--- src/rtl/issue_scheduler_pkg.sv ---
// Shared processor types seen by the issue scheduler: reservation-station entry,
// common-data-bus broadcast and control bits, plus the default station depth.
`ifndef RS_SIZE
`define RS_SIZE 8
`endif

package issue_scheduler_pkg;

    localparam int unsigned TAG_W   = 4;
    localparam int unsigned DATA_W  = 32;
    localparam int unsigned ALUOP_W = 4;

    typedef struct packed {
        logic               regwrite;
        logic               memtoreg;
        logic               memwr;
        logic               branch;
        logic [ALUOP_W-1:0] aluop;
    } control_bits;

    typedef struct packed {
        logic              busy;
        control_bits       ctrl_bits;
        logic [TAG_W-1:0]  tag_1;
        logic [DATA_W-1:0] value_1;
        logic [TAG_W-1:0]  tag_2;
        logic [DATA_W-1:0] value_2;
        logic [TAG_W-1:0]  dest_tag;
    } rs_entry;

    typedef struct packed {
        logic [TAG_W-1:0]  tag;
        logic [DATA_W-1:0] value;
    } cdb;

    // Loads and stores go to the memory port; everything else to the ALU port.
    function automatic logic is_mem_op(control_bits c);
        return c.memtoreg | c.memwr;
    endfunction

endpackage

--- src/rtl/issue_scheduler_if.sv ---
// Issue bus between the scheduler (master) and the functional units (slave).
interface issue_scheduler_if
    import issue_scheduler_pkg::*;
#(
    parameter int unsigned PORTS = 2
) ();

    logic [PORTS-1:0] issue_valid;
    rs_entry          issue_entry [PORTS];
    logic [PORTS-1:0] fu_ready;

    modport master (output issue_valid, output issue_entry, input fu_ready);
    modport slave  (input issue_valid, input issue_entry, output fu_ready);

endinterface

--- src/rtl/rr_picker.sv ---
// Round-robin find-first: first set request at or after ptr, wrapping at N-1.
module rr_picker #(
    parameter int unsigned N = 8,
    localparam int unsigned IDX_W = (N > 1) ? $clog2(N) : 1
) (
    input  logic [N-1:0]     req,
    input  logic [IDX_W-1:0] ptr,
    output logic             gnt_valid_c,
    output logic [IDX_W-1:0] gnt_idx_c
);

    int unsigned k;

    always_comb begin
        gnt_valid_c = 1'b0;
        gnt_idx_c   = '0;
        k           = 0;
        for (int unsigned i = 0; i < N; i++) begin
            k = (32'(ptr) + i) % N;
            if (!gnt_valid_c && req[IDX_W'(k)]) begin
                gnt_valid_c = 1'b1;
                gnt_idx_c   = IDX_W'(k);
            end
        end
    end

endmodule

--- src/rtl/issue_scheduler.sv ---
// Picks ready reservation-station entries per issue port and registers them.
// Optional CDB_WAKEUP_BYPASS_EN lets same-cycle CDB broadcasts wake operands.
module issue_scheduler
    import issue_scheduler_pkg::*;
#(
    parameter int unsigned RS_ENTRIES = `RS_SIZE,
    parameter int unsigned PORTS      = 2
) (
    input  logic                  clk,
    input  logic                  reset,
    input  rs_entry               res_stations [RS_ENTRIES],
    input  cdb                    cdb1,
    input  cdb                    cdb2,
    input  logic                  flush,
    issue_scheduler_if.master     issue_bus,
    output logic [RS_ENTRIES-1:0] rs_clear
);

    localparam int unsigned IDX_W = (RS_ENTRIES > 1) ? $clog2(RS_ENTRIES) : 1;

    logic [PORTS-1:0]      issue_valid_q, issue_valid_d;
    rs_entry               issue_entry_q [PORTS];
    rs_entry               issue_entry_d [PORTS];
    logic [IDX_W-1:0]      rr_ptr_q      [PORTS];
    logic [IDX_W-1:0]      rr_ptr_d      [PORTS];

    rs_entry               resolved_c    [RS_ENTRIES];
    logic [RS_ENTRIES-1:0] ready_c;
    logic [RS_ENTRIES-1:0] req_c         [PORTS];
    logic                  gnt_valid_c   [PORTS];
    logic [IDX_W-1:0]      gnt_idx_c     [PORTS];
    logic [PORTS-1:0]      sel_c;

`ifdef CDB_WAKEUP_BYPASS_EN
    function automatic logic cdb_hit(logic [TAG_W-1:0] t, cdb c);
        return (t != '0) && (t == c.tag);
    endfunction

    // Substitute broadcast values for operands whose producer completes this cycle.
    always_comb begin
        for (int i = 0; i < RS_ENTRIES; i++) begin
            resolved_c[i] = res_stations[i];
            if (cdb_hit(res_stations[i].tag_1, cdb1)) begin
                resolved_c[i].value_1 = cdb1.value;
                resolved_c[i].tag_1   = '0;
            end else if (cdb_hit(res_stations[i].tag_1, cdb2)) begin
                resolved_c[i].value_1 = cdb2.value;
                resolved_c[i].tag_1   = '0;
            end
            if (cdb_hit(res_stations[i].tag_2, cdb1)) begin
                resolved_c[i].value_2 = cdb1.value;
                resolved_c[i].tag_2   = '0;
            end else if (cdb_hit(res_stations[i].tag_2, cdb2)) begin
                resolved_c[i].value_2 = cdb2.value;
                resolved_c[i].tag_2   = '0;
            end
        end
    end
`else
    logic unused_cdb;
    assign unused_cdb = ^{cdb1, cdb2};

    always_comb begin
        for (int i = 0; i < RS_ENTRIES; i++) begin
            resolved_c[i] = res_stations[i];
        end
    end
`endif

    // Ready entries split into disjoint per-port request vectors.
    always_comb begin
        ready_c = '0;
        for (int i = 0; i < RS_ENTRIES; i++) begin
            ready_c[i] = resolved_c[i].busy && (resolved_c[i].tag_1 == '0)
                         && (resolved_c[i].tag_2 == '0);
        end
        for (int p = 0; p < PORTS; p++) begin
            req_c[p] = '0;
            for (int i = 0; i < RS_ENTRIES; i++) begin
                req_c[p][i] = ready_c[i] && (is_mem_op(resolved_c[i].ctrl_bits) ? (p == 1)
                                                                                   : (p == 0));
            end
        end
    end

    for (genvar p = 0; p < PORTS; p++) begin : g_port
        rr_picker #(.N(RS_ENTRIES)) u_pick (
            .req         (req_c[p]),
            .ptr         (rr_ptr_q[p]),
            .gnt_valid_c (gnt_valid_c[p]),
            .gnt_idx_c   (gnt_idx_c[p])
        );
        assign issue_bus.issue_entry[p] = issue_entry_q[p];
    end

    assign issue_bus.issue_valid = issue_valid_q;

    // A port selects only when its register is empty or draining; flush overrides all.
    always_comb begin
        rs_clear      = '0;
        sel_c         = '0;
        issue_valid_d = issue_valid_q;
        for (int p = 0; p < PORTS; p++) begin
            issue_entry_d[p] = issue_entry_q[p];
            rr_ptr_d[p]      = rr_ptr_q[p];
            sel_c[p]         = !flush && (!issue_valid_q[p] || issue_bus.fu_ready[p])
                               && gnt_valid_c[p];
            if (flush) begin
                issue_valid_d[p] = 1'b0;
            end else if (sel_c[p]) begin
                issue_valid_d[p]       = 1'b1;
                issue_entry_d[p]       = resolved_c[gnt_idx_c[p]];
                rr_ptr_d[p]            = (gnt_idx_c[p] == IDX_W'(RS_ENTRIES - 1))
                                         ? '0 : gnt_idx_c[p] + IDX_W'(1);
                rs_clear[gnt_idx_c[p]] = 1'b1;
            end else if (issue_bus.fu_ready[p]) begin
                issue_valid_d[p] = 1'b0;
            end
        end
        if (!reset) begin
            rs_clear = '0;
        end
    end

    always_ff @(posedge clk or negedge reset) begin
        if (!reset) begin
            issue_valid_q <= '0;
            for (int p = 0; p < PORTS; p++) begin
                issue_entry_q[p] <= '0;
                rr_ptr_q[p]      <= '0;
            end
        end else begin
            issue_valid_q <= issue_valid_d;
            for (int p = 0; p < PORTS; p++) begin
                issue_entry_q[p] <= issue_entry_d[p];
                rr_ptr_q[p]      <= rr_ptr_d[p];
            end
        end
    end

endmodule
--- src/flat_wrapper.sv ---
// flat-port wrapper written by rule: the top's interface ports become plain ports
module issue_scheduler_flat import issue_scheduler_pkg::*;
#(
    parameter int unsigned RS_ENTRIES = `RS_SIZE,
    parameter int unsigned PORTS      = 2
)
  (clk, reset, res_stations, cdb1, cdb2, flush, rs_clear, issue_bus_issue_valid, issue_bus_issue_entry, issue_bus_fu_ready);
  issue_scheduler_if #(.PORTS(PORTS)) issue_bus_i ();
  input  logic clk;
  input  logic reset;
  input  rs_entry res_stations[RS_ENTRIES];
  input  cdb cdb1;
  input  cdb cdb2;
  input  logic flush;
  output logic [RS_ENTRIES-1:0] rs_clear;
  output wire logic [$bits(issue_bus_i.issue_valid)-1:0] issue_bus_issue_valid;
  output wire logic [$bits(issue_bus_i.issue_entry)-1:0] issue_bus_issue_entry;
  input wire logic [$bits(issue_bus_i.fu_ready)-1:0] issue_bus_fu_ready;
  assign issue_bus_issue_valid = issue_bus_i.issue_valid;
  assign issue_bus_issue_entry = {>>{issue_bus_i.issue_entry}};
  assign issue_bus_i.fu_ready = issue_bus_fu_ready;
  issue_scheduler #(.RS_ENTRIES(RS_ENTRIES), .PORTS(PORTS)) u_core (.clk(clk), .reset(reset), .res_stations(res_stations), .cdb1(cdb1), .cdb2(cdb2), .flush(flush), .issue_bus(issue_bus_i), .rs_clear(rs_clear));
endmodule
--- config.mk ---
export PLATFORM = sky130hd
export DESIGN_NAME = issue_scheduler_flat
export DESIGN_NICKNAME = d
export VERILOG_FILES = /design/src/rtl/issue_scheduler_pkg.sv /design/src/rtl/issue_scheduler_if.sv /design/src/rtl/rr_picker.sv /design/src/rtl/issue_scheduler.sv /design/src/flat_wrapper.sv
export SDC_FILE = /design/constraint.sdc
export NUM_CORES = 1
export LEC_CHECK = 0
export BUFFER_PORTS_ARGS = -buffer_cell sky130_fd_sc_hd__buf_2
export CORE_AREA = 4 4 358 360
export CTS_CLUSTER_SIZE = 25
export DETAILED_ROUTE_END_ITERATION = 8
export DIE_AREA = 0 0 362 364
export SKIP_CTS_REPAIR_TIMING = 1
export SYNTH_ARGS = -nofsm -noshare
export SYNTH_HDL_FRONTEND = slang
export SYNTH_SLANG_ARGS = --single-unit
--- constraint.sdc ---
create_clock -name clk -period 5.5 [get_ports clk]
set_input_delay 1.1 -clock clk [delete_from_list [all_inputs] [get_ports clk]]
set_output_delay 1.1 -clock clk [all_outputs]
set_load 0.03 [all_outputs]
==> results of run 1 <==
==> cells in the final DEF (no fill, tap or decap), types with 9 or more instances in the layout <==
master	synthesis	routed
nor2b_1	13	12
mux2i_1	330	330
a221o_1	30	30
or3_1	15	15
o21ai_0	23	23
nor2_4	0	10
buf_6	0	16
nor4_1	20	15
mux2_2	52	52
dfrtp_1	178	178
buf_2	94	853
a22oi_1	24	21
o211ai_1	98	98
o22ai_1	49	48
o21ai_1	75	74
a31oi_1	13	11
clkbuf_16	0	17
nand2_1	678	674
diode_2	0	39
o221ai_1	30	28
buf_12	0	33
o22a_1	28	28
a32oi_1	81	77
a21oi_1	17	15
buf_4	10	300
nor2_1	67	52
a211oi_1	9	9
nor3_1	37	30
and2_1	24	23
nand3_1	97	96
nand4_1	155	155
==> layer usage <==
metal	share of wire (%)	GRT usage, %
met1	41	25.3
met2	45	32.2
met3	9.7	6.33
met4	4.2	8.24
met5	0.16	0
==> how the worst max path moves through the flow <==
stage                              to  cells after the start                from
final                     rs_clear[5]                     17   res_stations[330]
after CTS                 rs_clear[1]                     14  u_core.rr_ptr_q[0]
after detailed placement  rs_clear[3]                     15   res_stations[291]
after global routing      rs_clear[6]                     17   res_stations[330]
after floorplan           rs_clear[7]                     16   res_stations[327]
after global placement    rs_clear[3]                     15   res_stations[291]
==> through the flow <==
stage,cell area (um^2),std cells
2_1_floorplan,19500,2559
3_3_place_gp,27800,5168
3_5_place_dp,27800,5168
4_1_cts,28400,5200
5_1_grt,29000,5231
6_report,29000,5255
==> sequential cells by signal (all words and copies together) (netlist names) <==
signal,count
u_core.rr_ptr_q,6
u_core.issue_bus.issue_valid,2
u_core.issue_bus.issue_entry,170
==> final cells by class <==
cell class	count	area share [%]
Antenna cell	39	0.336
Clock buffer	18	1.51
Clock inverter	14	0.496
Inverter	15	0.233
Multi-Input combinational cell	2138	49.6
Sequential cell	178	15.3
Tap cell	1650	7.11
Timing Repair Buffer	1203	25.4
==> report_power, final <==
| part | total, mW | switching, mW | internal, mW |
|---|---|---|---|
| combinational | 24.5 | 15.4 | 9.09 |
| clock | 1.40 | 0.754 | 0.651 |
| sequential | 2.36 | 0.389 | 1.97 |
==> synth_stat cells (all sizes together), types with 39 or more instances <==
cell,number
buf,119
mux2,60
o21ai,98
nand3,98
o22ai,49
mux2i,331
nand2,680
a32oi,81
nand4,155
nor2,70
o211ai,98
clkbuf,109
dfrtp,178
nor3,39
==> cells by family after synthesis <==
| group | after synthesis |
|---|---|
| simple gates | 1183 |
| compound gates | 543 |
| mux | 397 |
| buf+inv | 243 |
| flops | 178 |
| xor+xnor | 10 |
| fa+ha+maj | 5 |
==> worst register-to-register path: cells and delay by family (launching register included) <==
family                     cells  cell delay [ns]
adders and majority gates      1             0.45
AOI/OAI and AO/OA              4             0.65
buffers and inverters          8             1.84
muxes                          1             0.31
DFF                            1             0.41
and+or+nand+nor                5             1.11
==> results.json, run 1 <==
{
  "synthTopCellsByArea": "dfrtp_1, mux2i_1, nand2_1, nand4_1, o211ai_1",
  "hp-class": "in2async",
  "cap_violations": 0,
  "cp.required_ns": 4.40,
  "core-area_um2": 125000,
  "cts.sink_count": 178,
  "timing.rr.start": "u_core.rr_ptr_q[0]",
  "grt_pass1_vias": 25000,
  "antenna_found_initial": 85,
  "crit_buf_inv": 6,
  "drv_slew": 0,
  "start_util_pct": 15.5,
  "setup_viol": 8,
  "vias": 26500,
  "hold-worst-slack_ns": 0.383,
  "tightest_slew_ns": 1.03,
  "fin_ws_ns": -0.121,
  "yosysTopAreaCell": "dfrtp_1",
  "netlist_area_um2": 19400,
  "synth_edf_count": 0,
  "insertion_delay_ns": 0.56,
  "final_layout_size_suffix_gt1_share_pct": 39.3,
  "drt_iter0_drc": 2863,
  "fin_crit_sh_pct": 102,
  "synth_top_family_by_area": "simple AND/OR/NAND/NOR gates",
  "antenna_left": 0,
  "hold_viol": 0,
  "place_hpwl_um": 114000,
  "io_pins": 937,
  "syn_avg_cell_area_um2": 7.60,
  "drcViolationCount": 0,
  "root_buffer": "clkbuf_16",
  "syn-instance-count": 2559,
  "multiInputGateArea_um2": 14400,
  "r2r_end": "u_core.issue_bus.issue_entry[54]",
  "gr-usage-all-layers_pct": 20.2,
  "max_freq_mhz": 178,
  "critPathKind": "in2out",
  "port_buffers": 864,
  "wl_per_cell_um": 26.8,
  "cp_slowest_stage_delay_ns": 0.58,
  "synth_top_area_share_pct": 22.9,
  "grt_max_degree": 93,
  "place_ws_ns": -0.304,
  "dieArea_um2": 132000,
  "clk_path_buf_depth": 2,
  "status": "finished with violations",
  "synth.area.mux_share_pct": 21.2,
  "start_kind": "input pin",
  "dr.pass1.iters": 8,
  "drt-total-wl_um": 141000,
  "ys_types": 88,
  "synth-simple-area-share_pct": 28.7,
  "slew_headroom_pct": 31.5,
  "rows": 130,
  "crit_slowest_cell": "or4b_4",
  "grt_pass1_wl_um": 190000,
  "reg2reg_depth": 19,
  "dieWidth_um": 362,
  "yosysWarnings": 0,
  "fin_worst_skew_ns": 0.0314,
  "rsz0062_at_grt": "true",
  "synthFlopType": "dfrtp_1",
  "crit_chain": "buf_6 > or4b_4 > buf_6 > nor4_4 > mux2i_4 > o31ai_4 > a221oi_4 > buf_4 > nor3_4 > a31oi_2 > a211oi_2 > nor2b_4 > buf_6 > a32oi_2 > nor2_1 > buf_4 > buf_6",
  "fill_cells": 13900,
  "leakagePower_nw": 13.6,
  "synthAdderAreaFrac_pct": 0.322,
  "rrSetupSlack_ns": 0.61,
  "ys_ff_latch": 178,
  "irDropWorstVdd_v": 0.00128,
  "area_growth_pct": 49.4,
  "crit_path_frequent_cell": "buf_6",
  "gp_routability_congestion": 0.955,
  "ys_seq_area_share_pct": 22.9,
  "utilization_pct": 23.2,
  "violations": "negative setup slack",
  "synth_nets": 3321,
  "cpLargestDelayFamily": "simple AND/OR/NAND/NOR gates",
  "drt-vias-per-instance": 5.04,
  "timing.setup.tns_ns": -0.524,
  "layout.nets": 4315,
  "powerDensity_nw_per_um2": 974,
  "total_power_mw": 28.3,
  "regArea_um2": 4450,
  "ctsHtreeMaxLevel": 4,
  "grt_remaining_overflow": 0,
  "end_kind": "primary output",
  "synthXorXnorAreaFrac_pct": 0.450,
  "clk_pin_slew_ns": 0.10,
  "worstPathMaxFanout": 4,
  "cts_buffers": 17,
  "dieHeight_um": 364,
  "period_needed_ns": 5.62,
  "cts_tree": "yes",
  "arrival_ns": 4.52,
  "synth-compound-area-share_pct": 20.9,
  "postSynth.asyncResetShare_pct": 100
}
No activity file was read; power rests on OpenSTA's default activity.
==> run 2, diff against run 1 <==
--- a/config.mk
+++ b/config.mk
@@ -11,6 +11,7 @@
 export DETAILED_ROUTE_END_ITERATION = 8
 export DIE_AREA = 0 0 362 364
 export SKIP_CTS_REPAIR_TIMING = 1
+export SKIP_LAST_GASP = 1
 export SYNTH_ARGS = -nofsm -noshare
 export SYNTH_HDL_FRONTEND = slang
 export SYNTH_SLANG_ARGS = --single-unit
==> run 2 against run 1 <==
Utilization barely moved. Non-clock buffer count unchanged. Count of clock-buffer cells in the layout did not move. The run still ends with negative setup slack left. Sequential power is essentially flat. Highest routed layer unchanged. Sequential share of layout area hardly changed. First-iteration DRC count up 2.4%. Largest power group unchanged. Global-route usage stayed put. Critical endpoint unchanged. Cell area barely moved.
==> results.json, run 2 (synthesis results as in run 1) <==
{
  "status": "finished with violations",
  "violations": "negative setup slack",
  "internal_power_mw": 11.7,
  "design_area_um2": 29100,
  "crit_path_start": "res_stations[330]",
  "hp-class": "in2async",
  "cp_slowest_stage_delay_ns": 0.58,
  "power_frac_comb_pct": 86.7,
  "cap_violations": 0,
  "fin_worst_skew_ns": 0.0301,
  "worstPathMaxFanout": 4,
  "dr.pass1.iters": 8,
  "gr-usage-all-layers_pct": 20.2,
  "clock_power_share_pct": 4.9,
  "start_util_pct": 15.5,
  "place_hpwl_um": 114000,
  "tightest_slew_ns": 1.03,
  "drv_slew": 0,
  "grt_pass1_vias": 25000,
  "crit_path_frequent_cell": "buf_6",
  "max_freq_mhz": 178,
  "cpLargestDelayFamily": "simple AND/OR/NAND/NOR gates",
  "start_kind": "input pin",
  "arrival_ns": 4.52,
  "met3_usage_pct": 6.33,
  "crit_chain": "buf_6 > or4b_4 > buf_6 > nor4_4 > mux2i_4 > o31ai_4 > a221oi_4 > buf_4 > nor3_4 > a31oi_2 > a211oi_2 > nor2b_4 > buf_6 > a32oi_2 > nor2_1 > buf_4 > buf_6",
  "clk_path_buf_depth": 2,
  "p_sw_mw": 16.6,
  "cts_tree": "yes",
  "area_growth_pct": 49.4,
  "root_buffer": "clkbuf_16",
  "drt-vias-per-instance": 5.06,
  "period_needed_ns": 5.62,
  "fill_cells": 13900,
  "cp.required_ns": 4.40,
  "reg2reg_depth": 17,
  "dieArea_um2": 132000,
  "drt-total-wl_um": 141000,
  "powerDensity_nw_per_um2": 974,
  "drt_iter0_drc": 2931,
  "grt_remaining_overflow": 0,
  "insertion_delay_ns": 0.56,
  "sequentialPowerShare_pct": 8.3,
  "drcViolationCount": 0,
  "mostFrequentLayoutCells": "buf_2, nand2_1, mux2i_1",
  "final_common_cell": "buf_2",
  "gp_routability_congestion": 0.955,
  "slew_headroom_pct": 31.5,
  "ctsHtreeMaxLevel": 4,
  "place_ws_ns": -0.304,
  "rows": 130,
  "leakagePower_nw": 13.6,
  "grt_max_degree": 93,
  "clk_pin_slew_ns": 0.10,
  "io_pins": 937,
  "timing.rr.start": "u_core.rr_ptr_q[2]",
  "port_buffers": 864,
  "layout.nets": 4315,
  "grt_pass1_wl_um": 190000,
  "dieHeight_um": 364,
  "grtUsageMet1_pct": 25.3,
  "rsz0062_at_grt": "true",
  "final_layout_size_suffix_gt1_share_pct": 39.3,
  "cp_num_cells": 17,
  "antenna_found_initial": 85,
  "hold_viol": 0,
  "fin_crit_sh_pct": 102,
  "crit_buf_inv": 6,
  "crit_slowest_cell": "or4b_4",
  "largest_reg_flops": 170,
  "grt_use_met2_pct": 32.2,
  "busiest_layer": "met2",
  "cts.sink_count": 178,
  "critPathKind": "in2out",
  "cts_buffers": 17,
  "fin_ws_ns": -0.116,
  "vias": 26600,
  "dieWidth_um": 362,
  "r2r_end": "u_core.issue_bus.issue_entry[12]",
  "irDropWorstVdd_v": 0.00127,
  "placed_area_um2": 27800,
  "rrSetupSlack_ns": 0.58,
  "wl_per_cell_um": 26.8,
  "endpoint": "rs_clear[5]",
  "antenna_left": 0,
  "core-area_um2": 125000,
  "setup_viol": 8,
  "switching_share_pct": 58.6,
  "end_kind": "primary output"
}
-- run 2: cell types whose count changed in the layout (fill, tap and decap cells not counted), sizes merged --
cell   delta
diode     +7
-- run 2: area by class of cell --
cell class	instances	area [um^2]	share of cell area, %
Timing Repair Buffer	1203	7370	25.4
Multi-Input combinational cell	2138	14400	49.5
Tap cell	1650	2060	7.11
Inverter	15	67.6	0.233
Antenna cell	46	115	0.396
Clock inverter	14	144	0.495
Sequential cell	178	4450	15.3
Clock buffer	18	439	1.51
-- run 2: worst min-delay path by stage --
stage | slack, ns | from | to
3_3_place_gp | 0.45 | u_core.issue_bus.issue_entry[169] | u_core.issue_bus.issue_entry[169]
6_report | 0.38 | reset | u_core.issue_bus.issue_entry[120]
3_5_place_dp | 0.46 | u_core.issue_bus.issue_entry[169] | u_core.issue_bus.issue_entry[169]
5_1_grt | 0.37 | reset | u_core.issue_bus.issue_entry[120]
4_1_cts | 0.36 | reset | u_core.issue_bus.issue_entry[120]
2_1_floorplan | 0.64 | u_core.rr_ptr_q[4] | u_core.rr_ptr_q[4]
-- run 2: power groups by stage --
stage | Sequential, mW | Combinational [mW] | Clock, mW
3_5_place_dp | 2.36 | 23.9 | 0
5_1_grt | 2.41 | 26.0 | 1.49
2_1_floorplan | 3.37 | 13.2 | 0
4_1_cts | 2.34 | 24.0 | 1.47
3_3_place_gp | 2.35 | 23.8 | 0
6_report | 2.36 | 24.5 | 1.40
-- run 2: layer usage --
layer  share of wire [%]  wire length (um)
met4                 4.1              5860
met3                  10             14500
met1                  40             56900
met2                  45             63700
met5                0.16               227
-- run 2: metrics by stage --
step	power (mW)	cells	hold slack [ns]	setup TNS [ns]	util, %
4_1_cts	27.8	5200	0.361	-2.64	22.7
3_5_place_dp	26.3	5168	0.462	-8.53	22.2
6_report	28.3	5262	0.384	-0.543	23.2
3_3_place_gp	26.1	5168	0.447	-9.33	22.2
5_1_grt	29.9	5231	0.374	-1.55	23.2
2_1_floorplan	16.6	2559	0.641	0	-
